File: src/rtl/mem_arb_pkg.sv
// Shared types and helpers for the memory port arbiter.
// Optional timeout logic elsewhere is enabled with MEM_ARB_TIMEOUT_EN.
package mem_arb_pkg;

    typedef enum logic [1:0] {IDLE, IBUSY, DBUSY, RESP} arb_state_t;
    typedef enum logic {GNT_IMEM, GNT_DMEM} grant_t;
    typedef enum logic [1:0] {SZ_BYTE, SZ_HALF, SZ_WORD} size_t;

    // Word wins over half wins over byte; no size bit set means word.
    function automatic size_t size_decode(input logic is_byte, input logic is_hwrd,
                                          input logic is_wrd);
        if (is_wrd) return SZ_WORD;
        if (is_hwrd) return SZ_HALF;
        if (is_byte) return SZ_BYTE;
        return SZ_WORD;
    endfunction

endpackage

File: src/rtl/mem_lane_align.sv
// Combinational byte-lane steering for writes, lane extraction and extension for reads,
// and misalignment detection for the data port.
module mem_lane_align
    import mem_arb_pkg::*;
(
    input  logic [1:0]  i_wsize,
    input  logic [1:0]  i_waddr_lo,
    input  logic [31:0] i_wdata,
    output logic [31:0] o_wdata,
    output logic [3:0]  o_wstrb,
    output logic        o_misalign,
    input  logic [1:0]  i_rsize,
    input  logic [1:0]  i_raddr_lo,
    input  logic        i_rdu,
    input  logic [31:0] i_rdata,
    output logic [31:0] o_rdata
);

    logic [7:0]  w_rbyte;
    logic [15:0] w_rhalf;

    always_comb begin
        o_wdata    = i_wdata;
        o_wstrb    = 4'b1111;
        o_misalign = 1'b0;
        case (i_wsize)
            SZ_BYTE: begin
                o_wdata = {4{i_wdata[7:0]}};
                o_wstrb = 4'b0001 << i_waddr_lo;
            end
            SZ_HALF: begin
                o_wdata    = {2{i_wdata[15:0]}};
                o_wstrb    = i_waddr_lo[1] ? 4'b1100 : 4'b0011;
                o_misalign = i_waddr_lo[0];
            end
            default: o_misalign = |i_waddr_lo;
        endcase
    end

    always_comb begin
        w_rbyte = i_rdata[7:0];
        case (i_raddr_lo)
            2'd1:    w_rbyte = i_rdata[15:8];
            2'd2:    w_rbyte = i_rdata[23:16];
            2'd3:    w_rbyte = i_rdata[31:24];
            default: w_rbyte = i_rdata[7:0];
        endcase
        w_rhalf = i_raddr_lo[1] ? i_rdata[31:16] : i_rdata[15:0];
        case (i_rsize)
            SZ_BYTE: o_rdata = {{24{~i_rdu & w_rbyte[7]}}, w_rbyte};
            SZ_HALF: o_rdata = {{16{~i_rdu & w_rhalf[15]}}, w_rhalf};
            default: o_rdata = i_rdata;
        endcase
    end

endmodule

File: src/rtl/mem_port_arbiter.sv
// Round-robin arbiter sharing one multi-cycle memory port between fetch and data ports.
// Define MEM_ARB_TIMEOUT_EN to abort transactions lacking mem_ack after TIMEOUT_CYCLES.
module mem_port_arbiter
    import mem_arb_pkg::*;
#(
    parameter int unsigned TIMEOUT_CYCLES = 256
) (
    input  logic        i_clk,
    input  logic        i_rst_n,
    input  logic [31:0] i_imem_addr,
    input  logic        i_imem_read,
    output logic        o_imem_drdy,
    output logic [31:0] o_imem_rdata,
    output logic        o_imem_err,
    input  logic [31:0] i_dmem_addr,
    input  logic [31:0] i_dmem_wdata,
    input  logic        i_dmem_write,
    input  logic        i_dmem_read,
    input  logic        i_dmem_rdu,
    input  logic        i_dmem_byte,
    input  logic        i_dmem_hwrd,
    input  logic        i_dmem_wrd,
    output logic        o_dmem_drdy,
    output logic [31:0] o_dmem_rdata,
    output logic        o_dmem_err,
    output logic        o_mem_req,
    output logic        o_mem_we,
    output logic [31:0] o_mem_addr,
    output logic [31:0] o_mem_wdata,
    output logic [3:0]  o_mem_wstrb,
    input  logic        i_mem_ack,
    input  logic [31:0] i_mem_rdata
);

    arb_state_t  r_state;
    grant_t      r_last;
    size_t       r_size;
    logic [1:0]  r_addr_lo;
    logic        r_rdu;
    logic        r_misalign;
    logic        r_mem_req;
    logic        r_mem_we;
    logic [31:0] r_mem_addr;
    logic [31:0] r_mem_wdata;
    logic [3:0]  r_mem_wstrb;
    logic        r_imem_drdy;
    logic [31:0] r_imem_rdata;
    logic        r_dmem_drdy;
    logic [31:0] r_dmem_rdata;
    logic        r_dmem_err;

    logic        w_dmem_pend;
    logic        w_pick_d;
    logic        w_ok;
    logic        w_timeout;
    size_t       w_d_size;
    logic [31:0] w_al_wdata;
    logic [3:0]  w_al_wstrb;
    logic        w_al_misalign;
    logic [31:0] w_al_rdata;
    logic [1:0]  w_unused_ilo;

    assign w_dmem_pend  = i_dmem_read | i_dmem_write;
    // Under contention the side that did not win last time goes first.
    assign w_pick_d     = w_dmem_pend & (~i_imem_read | (r_last == GNT_IMEM));
    assign w_d_size     = size_decode(i_dmem_byte, i_dmem_hwrd, i_dmem_wrd);
    assign w_ok         = i_mem_ack & ~r_misalign;
    assign w_unused_ilo = i_imem_addr[1:0];

`ifdef MEM_ARB_TIMEOUT_EN
    localparam int unsigned CntW = $clog2(TIMEOUT_CYCLES + 1);
    logic [CntW-1:0] r_busy_cnt;
    logic            r_imem_err;

    assign w_timeout  = (r_busy_cnt == CntW'(TIMEOUT_CYCLES - 1));
    assign o_imem_err = r_imem_err;
`else
    logic w_unused_timeout;

    assign w_timeout        = 1'b0;
    assign w_unused_timeout = (TIMEOUT_CYCLES != 0);
    assign o_imem_err       = 1'b0;
`endif

    mem_lane_align u_align (
        .i_wsize    (w_d_size),
        .i_waddr_lo (i_dmem_addr[1:0]),
        .i_wdata    (i_dmem_wdata),
        .o_wdata    (w_al_wdata),
        .o_wstrb    (w_al_wstrb),
        .o_misalign (w_al_misalign),
        .i_rsize    (r_size),
        .i_raddr_lo (r_addr_lo),
        .i_rdu      (r_rdu),
        .i_rdata    (i_mem_rdata),
        .o_rdata    (w_al_rdata)
    );

    always_ff @(posedge i_clk or negedge i_rst_n) begin
        if (!i_rst_n) begin
            r_state      <= IDLE;
            r_last       <= GNT_IMEM;
            r_size       <= SZ_BYTE;
            r_addr_lo    <= 2'b00;
            r_rdu        <= 1'b0;
            r_misalign   <= 1'b0;
            r_mem_req    <= 1'b0;
            r_mem_we     <= 1'b0;
            r_mem_addr   <= '0;
            r_mem_wdata  <= '0;
            r_mem_wstrb  <= '0;
            r_imem_drdy  <= 1'b0;
            r_imem_rdata <= '0;
            r_dmem_drdy  <= 1'b0;
            r_dmem_rdata <= '0;
            r_dmem_err   <= 1'b0;
`ifdef MEM_ARB_TIMEOUT_EN
            r_busy_cnt   <= '0;
            r_imem_err   <= 1'b0;
`endif
        end else begin
            r_imem_drdy <= 1'b0;
            r_dmem_drdy <= 1'b0;
            case (r_state)
                IDLE: begin
                    if (w_pick_d) begin
                        r_state     <= DBUSY;
                        r_last      <= GNT_DMEM;
                        r_size      <= w_d_size;
                        r_addr_lo   <= i_dmem_addr[1:0];
                        r_rdu       <= i_dmem_rdu;
                        r_misalign  <= w_al_misalign;
                        r_mem_req   <= ~w_al_misalign;
                        r_mem_we    <= i_dmem_write;
                        r_mem_addr  <= {i_dmem_addr[31:2], 2'b00};
                        r_mem_wdata <= w_al_wdata;
                        r_mem_wstrb <= i_dmem_write ? w_al_wstrb : 4'b0000;
                    end else if (i_imem_read) begin
                        r_state     <= IBUSY;
                        r_last      <= GNT_IMEM;
                        r_size      <= SZ_WORD;
                        r_addr_lo   <= 2'b00;
                        r_misalign  <= 1'b0;
                        r_mem_req   <= 1'b1;
                        r_mem_we    <= 1'b0;
                        r_mem_addr  <= {i_imem_addr[31:2], 2'b00};
                        r_mem_wdata <= '0;
                        r_mem_wstrb <= 4'b0000;
                    end
`ifdef MEM_ARB_TIMEOUT_EN
                    r_busy_cnt <= '0;
`endif
                end
                IBUSY, DBUSY: begin
                    // A misaligned access completes as if acked, with an error.
                    if (r_misalign || i_mem_ack || w_timeout) begin
                        r_state   <= RESP;
                        r_mem_req <= 1'b0;
                        if (r_state == IBUSY) begin
                            r_imem_drdy  <= 1'b1;
                            r_imem_rdata <= w_ok ? i_mem_rdata : '0;
`ifdef MEM_ARB_TIMEOUT_EN
                            r_imem_err   <= ~w_ok;
`endif
                        end else begin
                            r_dmem_drdy  <= 1'b1;
                            r_dmem_rdata <= (w_ok && !r_mem_we) ? w_al_rdata : '0;
                            r_dmem_err   <= ~w_ok;
                        end
                    end
`ifdef MEM_ARB_TIMEOUT_EN
                    r_busy_cnt <= r_busy_cnt + CntW'(1);
`endif
                end
                default: r_state <= IDLE;
            endcase
        end
    end

    assign o_imem_drdy  = r_imem_drdy;
    assign o_imem_rdata = r_imem_rdata;
    assign o_dmem_drdy  = r_dmem_drdy;
    assign o_dmem_rdata = r_dmem_rdata;
    assign o_dmem_err   = r_dmem_err;
    assign o_mem_req    = r_mem_req;
    assign o_mem_we     = r_mem_we;
    assign o_mem_addr   = r_mem_addr;
    assign o_mem_wdata  = r_mem_wdata;
    assign o_mem_wstrb  = r_mem_wstrb;

endmodule

File: config.mk
export PLATFORM = sky130hd
export DESIGN_NAME = mem_port_arbiter
export DESIGN_NICKNAME = d
export VERILOG_FILES = /design/src/rtl/mem_arb_pkg.sv /design/src/rtl/mem_lane_align.sv /design/src/rtl/mem_port_arbiter.sv
export SDC_FILE = /design/constraint.sdc
export NUM_CORES = 1
export LEC_CHECK = 0
export BUFFER_PORTS_ARGS = -buffer_cell sky130_fd_sc_hd__clkbuf_2
export CAP_MARGIN = 20
export CORE_MARGIN = 4
export CORE_UTILIZATION = 48
export DETAILED_ROUTE_END_ITERATION = 10
export GPL_TIMING_DRIVEN = 1
export PLACE_DENSITY = 0.82
export SLEW_MARGIN = 20
export SYNTH_ARGS = -nofsm -noshare
export SYNTH_HDL_FRONTEND = slang
export SYNTH_SLANG_ARGS = --single-unit
File: constraint.sdc
create_clock -name i_clk -period 3.02 [get_ports i_clk]
set_clock_uncertainty 0.2 [all_clocks]
set_input_delay 0.302 -clock i_clk [delete_from_list [all_inputs] [get_ports i_clk]]
set_output_delay 0.302 -clock i_clk [all_outputs]
set_load 0.02 [all_outputs]
Yosys cells after proc, flatten, opt, wreduce, memory -nomap -nowiden:

Index checks and enable logic that the tools add are counted.

* equality and inequality tests: 9
* muxes and demuxes: 50
* bitwise logic cells: 13
* reductions and logical operators: 16
* shifts and indexed selects: 1

Operators with widths (number)
* two-way mux 32 bit: 6
* case mux 32 bit (2 select lines): 2
* two-way mux 2 bit: 13
* case mux 8 bit (3 select lines): 1
* two-way mux 1 bit: 19
* two-way mux 16 bit: 1
* two-way mux 4 bit: 4
* AND reduction 3 bit: 3
* == test 2 x 1 -> 1 bit (second input constant): 4
* case mux 4 bit (2 select lines): 1
* NOT 1 bit: 7
* == test 2 bit (second input constant): 3
* zero test 2 bit: 3
* AND reduction 2 bit: 3
* bitwise AND 1 bit: 4
* case mux 1 bit (2 select lines): 2
* case mux 2 bit (2 select lines): 1
* nonzero test 2 bit: 2
* OR reduction 2 bit: 2
* left shift 1 x 2 -> 4 bit (first input constant): 1
* inequality test 3 bit (second input constant): 1
* inequality test 2 bit (second input constant): 1
* OR 1 bit: 2
* logical AND 1 bit: 1
* other kinds (2): 2

* bits of input ports: 138
* register bits after elaboration: 146

Logic depth before layout (Yosys ltp):

Gate-level depths: netlist of run 1.

* word-level depth: 12
* gate-level depth with buffers: 8

Hierarchy:

From an unflattened synthesis of run 1, not the netlist that was laid out.

* cell total of the unflattened synthesis: 750
* area total of the unflattened synthesis: 7399.6 µm²

By module, submodules not included
* mem_port_arbiter: cells each 554, area an instance 5950.7 µm², instances 1
* mem_lane_align: cells each 196, area an instance 1448.9 µm², instances 1

Least setup slack after synthesis of run 1:

OpenSTA, ideal clock, no wires.

* path kind: register -> register
* from: reg r_state[0]
* to: reg r_dmem_rdata[30] (netlist: o_dmem_rdata[30])
* cell stages (with the launch flop): 8
* clock period less this slack: 2199 ps
* path slack: 821 ps
* data required time: 2693 ps
* arrival time: 1873 ps
* buffers on the path: 3
* cells stage by stage: dfrtp_1 > inv_1 > ha_1 > buf_2 > or3b_1 > buf_2 > clkbuf_1 > a221o_2

* word-level cells in the longest chain between the ends: 3

Ends and longest elaborated chain
* from (decl): RTL line mem_port_arbiter.sv:35 `arb_state_t r_state;`
* from (signal assigned): RTL line mem_port_arbiter.sv:101 `r_state <= IDLE;`
* from (signal assigned): RTL line mem_port_arbiter.sv:127 `r_state <= DBUSY;`
* from (signal assigned): RTL line mem_port_arbiter.sv:139 `r_state <= IBUSY;`
* == test 2 x 1 -> 1 bit / == test 2 bit (equally long branches): RTL line mem_port_arbiter.sv:124, mem_port_arbiter.sv:159
* OR reduction 2 bit / NOT 1 bit (equally long branches)
* AND reduction 3 bit (no line) *
* to (signal assigned): RTL line mem_port_arbiter.sv:167 `r_dmem_rdata <= (w_ok && !r_mem_we) ? w_al_rdata : '0;`
* to (decl): RTL line mem_port_arbiter.sv:49 `logic [31:0] r_dmem_rdata;`

Mark *: on every way between the ends. The rest lies on a longest branch, timed or not.
A chain may end at the register's enable or synchronous reset.

Final worst setup path of run 1:

* from: reg r_last
* to: reg r_mem_addr[15] (netlist: o_mem_addr[15])

* word-level cells in the longest chain between the ends: 5

Ends and longest elaborated chain
* from (decl): RTL line mem_port_arbiter.sv:36 `grant_t r_last;`
* from (signal assigned): RTL line mem_port_arbiter.sv:102 `r_last <= GNT_IMEM;`
* from (signal assigned): RTL line mem_port_arbiter.sv:128 `r_last <= GNT_DMEM;`
* from (signal assigned): RTL line mem_port_arbiter.sv:140 `r_last <= GNT_IMEM;`
* NOT 1 bit *: RTL line mem_port_arbiter.sv:65 `assign w_pick_d = w_dmem_pend & (~i_imem_read | (r_last == GNT_IMEM));`
* OR 1 bit *: RTL line mem_port_arbiter.sv:65
* bitwise AND 1 bit *: RTL line mem_port_arbiter.sv:65
* nonzero test 2 bit (no line)
* AND reduction 2 bit (no line)
* to (signal assigned): RTL line mem_port_arbiter.sv:135 `r_mem_addr <= {i_dmem_addr[31:2], 2'b00};`
* to (signal assigned): RTL line mem_port_arbiter.sv:146 `r_mem_addr <= {i_imem_addr[31:2], 2'b00};`
* to (decl): RTL line mem_port_arbiter.sv:43 `logic [31:0] r_mem_addr;`

Marked as above.

==> out/results.txt, run 1 <==
Among all flip-flop cells after synthesis, the most frequent one is dfrtp_1. For the register cell area after layout, the log shows 0.00360 mm². The die is 125 µm wide. The total number of yosys warnings is 0, and the timing-limited maximum frequency is 412 MHz.

The clock passes through at most 2 buffers. After the first detailed-routing iteration, the DRC count stood at 666. The fraction of power spent switching nets is 42.6%, and the async set-or-reset flop fraction in the synthesized netlist is 100%. In this run the power spent charging and discharging nets is 4560 µW. Yosys mapped a number of flops with a built-in enable equal to 0. The signed area change from the synthesized netlist to the final layout was 50.6%; the setup TNS was 0 ns. In this run, synthesis produced a sequential element count of 144.

The library cell used most frequently in the layout, excluding fill and tap cells, is clkbuf_2. The tools report the destination of the worst register-to-register timing path as o_mem_addr[15]. TritonCTS built the clock tree. The worst setup path is captured at a register.

The critical path starts at r_last. The per-cell routed wire length is 20.1 µm, and the H-tree level count is 4. The tools report the last element of the critical path as o_mem_addr[15]. DRC violation count after routing: 0. The total setup buffers inserted after CTS was 0; the sum of buffers and inverters on the critical path was 2.

The number of global-route vias before repair was 7126. For the pin with the worst max-slew slack, the measured transition is 0.781 ns. Count of placed standard cells including taps: 1060. The reported max-cap violation count is 0, and the number of rows created at floorplan is 42. The run gives -0.00308 ns as the worst slack on hold paths. IR analysis of the VDD net gives a maximum drop of 0.000755 V.

The congestion estimate from routability-driven global placement came to 0.855. The run gives 1162 as the net count reported at finish. The setup path with the least slack is of type register to register. For the half-perimeter wire length of the detailed placement result, the log shows 14600 µm. The startpoint type of the worst setup path is a register.

Clock tree synthesis selected as its root buffer the cell clkbuf_16. Global routing finished with a remaining overflow of 0. For the finished layout, the period the worst path requires is 2.43 ns. Data arrives at the worst endpoint at 2.51 ns. Dividing total power by cell area gives a power density of 1080 mW/mm². Input and output buffers added on the ports amount to 270. After clock tree synthesis, the clock-pin slew on the worst setup and hold paths is 0.06 ns. The sequential cell area fraction in the yosys report came out at 54.8%. In this run, post-CTS hold repair placed 118 buffers. Of the available clock period, the critical path in the final layout requires 80.5%.

The instance count of the mapped netlist is 649. The number of ports placed on the die boundary was 276; the headroom to the max-slew limit was 47.8%. The global routing usage summed across all routing layers was 30.9%. The share of total power dissipated in sequential elements is 32.2%.

The routed design has 24400 µm of wire. The number of cells traversed by the worst register-to-register path is 5, and the detailed-route via count is 6848. The area of the mapped netlist came out at 0.00657 mm². The internal power of the cells was 6150 µW; the distinct cell type count after synthesis was 39. Setup violations remaining at the end of the flow were counted as 0.

The logs give 45.8% for the part of the total power dissipated in combinational logic and 1 for the final hold violation count. The signal on the critical path passes through a2bb2oi_4 -> buf_4 -> mux2i_1 -> dlygate4sd3_1 -> o21ai_0. Using the TritonRoute via totals, the vias-per-cell ratio works out to 5.66.

The run gives 0 as the initial antenna violation count. Worst reg2reg path startpoint: r_last. The tightest min-delay check is of the input pin to register type. Clock latency on the worst-skew pair, taken at its later pin, is 0.43 ns. The tools report the number of sinks handled by clock tree synthesis as 144. Averaged over all synthesized cells, the footprint is 10.1 µm².

The family with the most delay on the worst path is buffers and inverters. Ratio of cells with drive above 1 in the final layout: 33.2%. The finished layout holds 1209 standard cells, fillers aside.

Floorplan die area: 0.0156 mm². Setup repair after global routing left no endpoint under its margin. For the number of gates resized after cts, the log shows 0.

The pin count of the biggest net entering global routing was 82; the number of filler cells placed in the layout was 871. The worst register-to-register path has a setup slack of 0.59 ns. The first TritonRoute pass finished after 6 iterations. Measured along the y axis, the die boundary spans 125 µm. The clock network accounts for 22.0% of the total power. In the layout the commonest cells are clkbuf_2 (269), dfrtp_1 (144), nand2_1 (136), dlygate4sd3_1 (118), o21ai_0 (95).

On the worst path, the slowest cell contributes a delay of 0.59 ns. The number of logic stages on the critical path including buffering is 5. The floorplan core area came out at 0.0133 mm². The maximum fanout count along the critical path is 32. Buffers inserted during clock tree synthesis total 17. The run gives 49.3% as the effective utilization at floorplan. Summing all multi-input logic gate instances after layout gives 0.00267 mm². The first global-routing pass estimated 38500 µm of wire. The run finished, with violations left. The checks that failed: hold timing. The tools report the number of diodes added for antenna fixing as 0. The count of pins over their slew limit was 0; the leakage power summed over all cells was 0.00513 µW. Once detail routing completed, the nets flagged for antenna violations numbered 0. For the worst setup path, the data required time is 3.10 ns.

The library cell contributing the largest single delay on the critical path is dlygate4sd3_1.
==> layer usage <==
| layer | vias to the layer above | wire length (µm) | GRT usage [%] |
|---|---|---|---|
| met2 | 484 | 11800 | 52.2 |
| met5 | - | 0 | 0 |
| met1 | 3226 | 8970 | 36.7 |
| met4 | 0 | 1310 | 14.0 |
| li1 | 3030 | - | - |
| met3 | 108 | 2270 | 8.78 |
==> Yosys cell counts (all sizes together), types with 2 or more instances <==
library cell / number / area, µm²
o31ai: 2 / 15.0
clkbuf: 28 / 105
mux2: 5 / 60.1
o22ai: 15 / 93.8
mux2i: 45 / 450
a21oi: 11 / 55.1
a32o: 5 / 50.1
dfrtp: 144 / 3600
a221oi: 8 / 70.1
o21ai: 95 / 475
ha: 3 / 37.5
a22o: 26 / 229
inv: 22 / 82.6
buf: 23 / 136
nand2: 136 / 510
a221o: 16 / 180
clkinv: 3 / 11.3
o211ai: 2 / 15.0
nand2b: 3 / 18.8
nor2b: 3 / 18.8
nor2: 26 / 97.6
o221ai: 7 / 61.3
a21o: 10 / 75.1
==> area by class of cell <==
| class | instances | share of cell area (%) |
|---|---|---|
| clock buffers | 20 | 4.51 |
| clock inverters | 11 | 2.14 |
| inverters | 25 | 0.948 |
| multi-input cells | 431 | 27.0 |
| flip-flops and latches | 144 | 36.4 |
| well taps | 176 | 2.22 |
| repair buffers | 402 | 26.8 |
==> cells by family (layout without fill, tap and decap cells) <==
kind of cell	Yosys count	after routing	share of synthesized area, %
AO/OA/AOI/OAI	201	201	21.2
AND/OR/NAND/NOR	174	174	10.5
flip-flops	144	144	54.8
buffers and inverters	76	458	5.10
multiplexers	50	50	7.77
adder cells (fa/ha/maj)	3	3	0.571
other	1	3	0.0570
==> flip-flops by register name, summed over array words and instances (netlist names), 2 cells and up <==
name and flops:
o_imem_rdata 32, o_mem_wstrb 4, o_mem_addr 30, r_state 2
r_addr_lo 2, o_mem_wdata 32, o_dmem_rdata 32, r_size 2
==> metrics by stage <==
| stage | util [%] | total power, µW | instance area (µm²) | setup WS [ns] |
|---|---|---|---|---|
| after floorplan | - | 6380 | 6580 | 0.821 |
| after global placement | 60.4 | 7860 | 8060 | 0.523 |
| after detailed placement | 60.4 | 7980 | 8060 | 0.472 |
| after CTS | 74.2 | 10600 | 9900 | 0.354 |
| after global routing | 74.2 | 11300 | 9900 | 0.529 |
| final | 74.2 | 10700 | 9900 | 0.590 |
==> power by group through the flow <==
stage | combinational (µW) | sequential [µW] | clock (µW)
floorplan | 2050 | 4340 | 0
global placement | 4470 | 3390 | 0
detailed placement | 4580 | 3400 | 0
CTS | 4770 | 3400 | 2390
global route | 5290 | 3550 | 2480
finish | 4910 | 3450 | 2360
==> how the worst min path moves through the flow <==
| stage | start | slack (ns) | cells past startpoint | to |
|---|---|---|---|---|
| 2_1_floorplan | i_rst_n | -0.19 | 0 | o_dmem_drdy |
| 3_3_place_gp | i_rst_n | 0.19 | 1 | o_imem_rdata[29] |
| 3_5_place_dp | i_rst_n | 0.19 | 1 | o_imem_rdata[29] |
| 4_1_cts | i_dmem_addr[12] | 0.0005 | 3 | o_mem_addr[12] |
| 5_1_grt | i_mem_rdata[10] | 0.009 | 3 | o_imem_rdata[10] |
| 6_report | i_mem_rdata[10] | -0.003 | 3 | o_imem_rdata[10] |
==> worst register-to-register path, cell delays in order, from the launching register on <==
cell,delay [ns]
dfrtp_1,0.41
a2bb2oi_4,0.19
buf_4,0.48
mux2i_1,0.31
dlygate4sd3_1,0.60
o21ai_0,0.09
No activity file was read; power rests on OpenSTA's default activity.
==> inputs of run 2 (changes only) <==
clock period = 2.3 ns   (was 3.02 ns; I/O delays follow)
==> run 2 against run 1 <==
The flow finishes with violations (setup timing). Routed wire length up 9.1%. Die area unchanged. Final area up 4.1%. Register-to-register slack lost 0.54 ns. Sequential cell count did not move. Power rose by 36%. Sequential share of layout area fell by 1.4 points. Worst setup slack worse by 0.62 ns. Sequential power up 32%. Clock power rose by 31%. Critical path type is now input pin to register. Critical endpoint is now o_mem_wdata[27]. Largest power group unchanged. Highest routed layer unchanged.
==> out/results.txt, run 2 (synthesis gave the netlist of run 1 again) <==
The net count reported at finish was 1191 (+2.5%). The number of detailed-route iterations in the first pass was 8 (+2). The H-tree level count came out at 4 (unchanged). The final critical path takes up 102% of the cycle. The run gives 7330 (+2.9%) as the number of global-route vias before repair. The library cell used most frequently in the layout, excluding fill and tap cells, is clkbuf_2. The setup TNS is -0.195 ns (-0.195 ns). The half-perimeter wire length of the detailed placement result is 15200 µm (+3.8%), and the DRC violation count after routing is 0 (unchanged). The cell sitting at the root of the clock tree is a clkbuf_16. For the reported max-cap violation count, the log shows 0 (unchanged). The worst hold path belongs to the class input pin to register.

The number of filler cells placed in the layout was 803 (-7.8%). The clock-pin slew on the worst setup and hold paths is 0.06 ns (about the same). The tools report the number of ports placed on the die boundary as 276 (unchanged). The run finished, with violations left. After layout, the minimum clock period comes to 2.33 ns. The ratio of cells with drive above 1 in the final layout is 34.2% (+1.0 points), and the timing-limited maximum frequency is 428 MHz.

TritonCTS built the clock tree. The run gives 66 (-20%) as the pin count of the biggest net entering global routing. Floorplan die area: 0.0156 mm² (unchanged).

The final hold violation count is 0 (-1). The cell area power density is 1410 mW/mm² (+30%), and the number of vias per cell is 5.81 (+2.6%). Compared with the post-synthesis result, the final layout area differs by 56.9%.

The first-pass GRT wire length was 40300 µm (+4.7%). For the maximum VDD drop, the log shows 0.000769 V (+1.8%). The logs give 639 (-4.1%) for the detailed router's first-iteration violation count and 0 (unchanged) for the post-detailed-route count of antenna-violating nets. Number of sinks handled by clock tree synthesis: 144 (unchanged). The slowest stage of the critical path belongs to the cell dlygate4sd3_1.

The insertion delay to the later sink of the worst-skew pair was 0.42 ns (about the same); the port buffer count was 270 (unchanged). For the number of setup violations in the final report, the log shows 13 (+13). The worst setup slack after placement is -0.142 ns (-0.613 ns). The tools report the arrival time reported for the critical path endpoint as 2.45 ns (-0.06 ns). The worst setup path is of the input pin to register kind. Walking the worst path, the cells encountered are dlygate4sd3_1 -> buf_6 -> buf_4 -> nor3_1 -> nand2b_4 -> buf_12 -> nand2_1 -> o21ai_0. The checks that failed: setup timing. In the layout the commonest cells are clkbuf_2 (268), dfrtp_1 (144), nand2_1 (136), dlygate4sd3_1 (130), o21ai_0 (95).

The per-cell routed wire length works out to 21.4 µm (+6.4%). The effective utilization at floorplan was 49.3% (unchanged). The die boundary height is 125 µm (unchanged).

The headroom to the max-slew limit came out at 65.7% (+18 points). The final RePlAce weighted congestion was 0.833 (-2.5%); the summed area of non-filler cells in the final layout was 0.0103 mm² (+4.1%). For the global routing usage summed across all routing layers, the log shows 32.5% (+1.6 points).

The startpoint type of the worst setup path was an input pin. The logs give 0.00531 µW (+3.6%) for the leakage power summed over all cells and 0.00819 mm² (+1.6%) for the post-placement cell area. The tools report the initial antenna violation count as 1 (+1). The logs give 0.0133 mm² (unchanged) for the floorplan core area and 26600 µm (+9.1%) for the wire length reported by the detailed router. The slew of the pin with the lowest slew margin was 0.511 ns (-0.270 ns); the worst path required time was 2.42 ns (-0.68 ns). The tools report the count of pins over their slew limit as 0 (unchanged). The maximum cell stage delay along the critical path is 0.56 ns (-0.03 ns).

The maximum number of buffers from clock root to sink is 2 (unchanged). The clock buffer count from CTS is 17 (unchanged). The logs give 7206 (+5.2%) for the detailed-route via count and 42 (unchanged) for the number of rows created at floorplan. The smallest setup slack after layout is -0.0345 ns (-0.625 ns).

The tools report the worst slack on hold paths as 0.0678 ns (+0.0709 ns). The endpoint class of the critical path was a register. The die width works out to 125 µm (unchanged). The maximum fanout count along the critical path works out to 44 (+38%). Sum of overflow across all layers after global routing: 0 (unchanged).
[run 2: cell count changes in the layout (fill, tap and decap cells not counted), moves of 2 or more]
cell	previous run	this run
mux2i_1	45	43
clkbuf_8	1	4
dlygate4sd3_1	118	130
buf_4	13	20
mux2i_2	0	2
clkbuf_16	17	19
buf_12	1	9
[run 2: critical path: cells and delay by family]
family,cells,cell delay [ns]
buffers and inverters,4,1.10
AO/OA/AOI/OAI,1,0.12
AND/OR/NAND/NOR,3,0.99
[run 2: path summary, 6_finish.rpt]
path | to | depth (start not counted) | slack, ns | from
max in group asynchronous | o_imem_rdata[19] | 3 | 1.14 | i_rst_n
min in group asynchronous | o_dmem_rdata[29] | 2 | 0.11 | i_rst_n
min reg2reg | o_dmem_rdata[7] | 1 | 0.28 | o_dmem_rdata[7]
min | o_mem_addr[29] | 3 | 0.07 | i_dmem_addr[29]
max | o_mem_wdata[27] | 8 | -0.03 | i_dmem_write
max reg2reg | o_mem_addr[21] | 5 | 0.05 | r_last
[run 2: per-layer routing]
metal / track usage [%] / up-vias / wire (µm) / share of wire [%]
met1: 38.3 / 3424 / 9610 / 36
met2: 55.1 / 562 / 13000 / 49
li1: - / 3105 / - / -
met5: 0 / - / 0 / 0
met4: 15.8 / 0 / 1480 / 5.6
met3: 8.96 / 115 / 2490 / 9.4
[run 2: per-stage QoR]
step | total power (µW) | utilization [%] | instances
finish | 14600 | 77.2 | 1240
global route | 15300 | 77.2 | 1240
CTS | 14100 | 76.2 | 1229
detailed placement | 10700 | 61.4 | 1066
global placement | 10500 | 61.4 | 1066
floorplan | 8380 | - | 651
[run 2: timing repair]
item                                   4_1_cts  5_1_grt
buffers inserted                             0        9
setup endpoints to repair                   16       46
resized for setup                            1        7
pin swaps                                    0        1
hold buffers                               131        2
gates cloned                                 0        2
endpoints found under the hold margin      261        2
[run 2: area by class of cell]
type,count,area [µm²],area share (%)
sequential,144,3600,34.9
timing repair buffer,431,3050,29.5
multi-input combinational,431,2680,26.0
clock buffer,22,484,4.70
tap,176,220,2.14
clock inverter,10,180,1.75
inverter,25,93.8,0.910
antenna,1,2.50,0.0243
[run 2: where the power goes]
group          switching, µW  internal (µW)
Sequential               844           3730
Combinational           4310           2590
Clock                   1060           2030
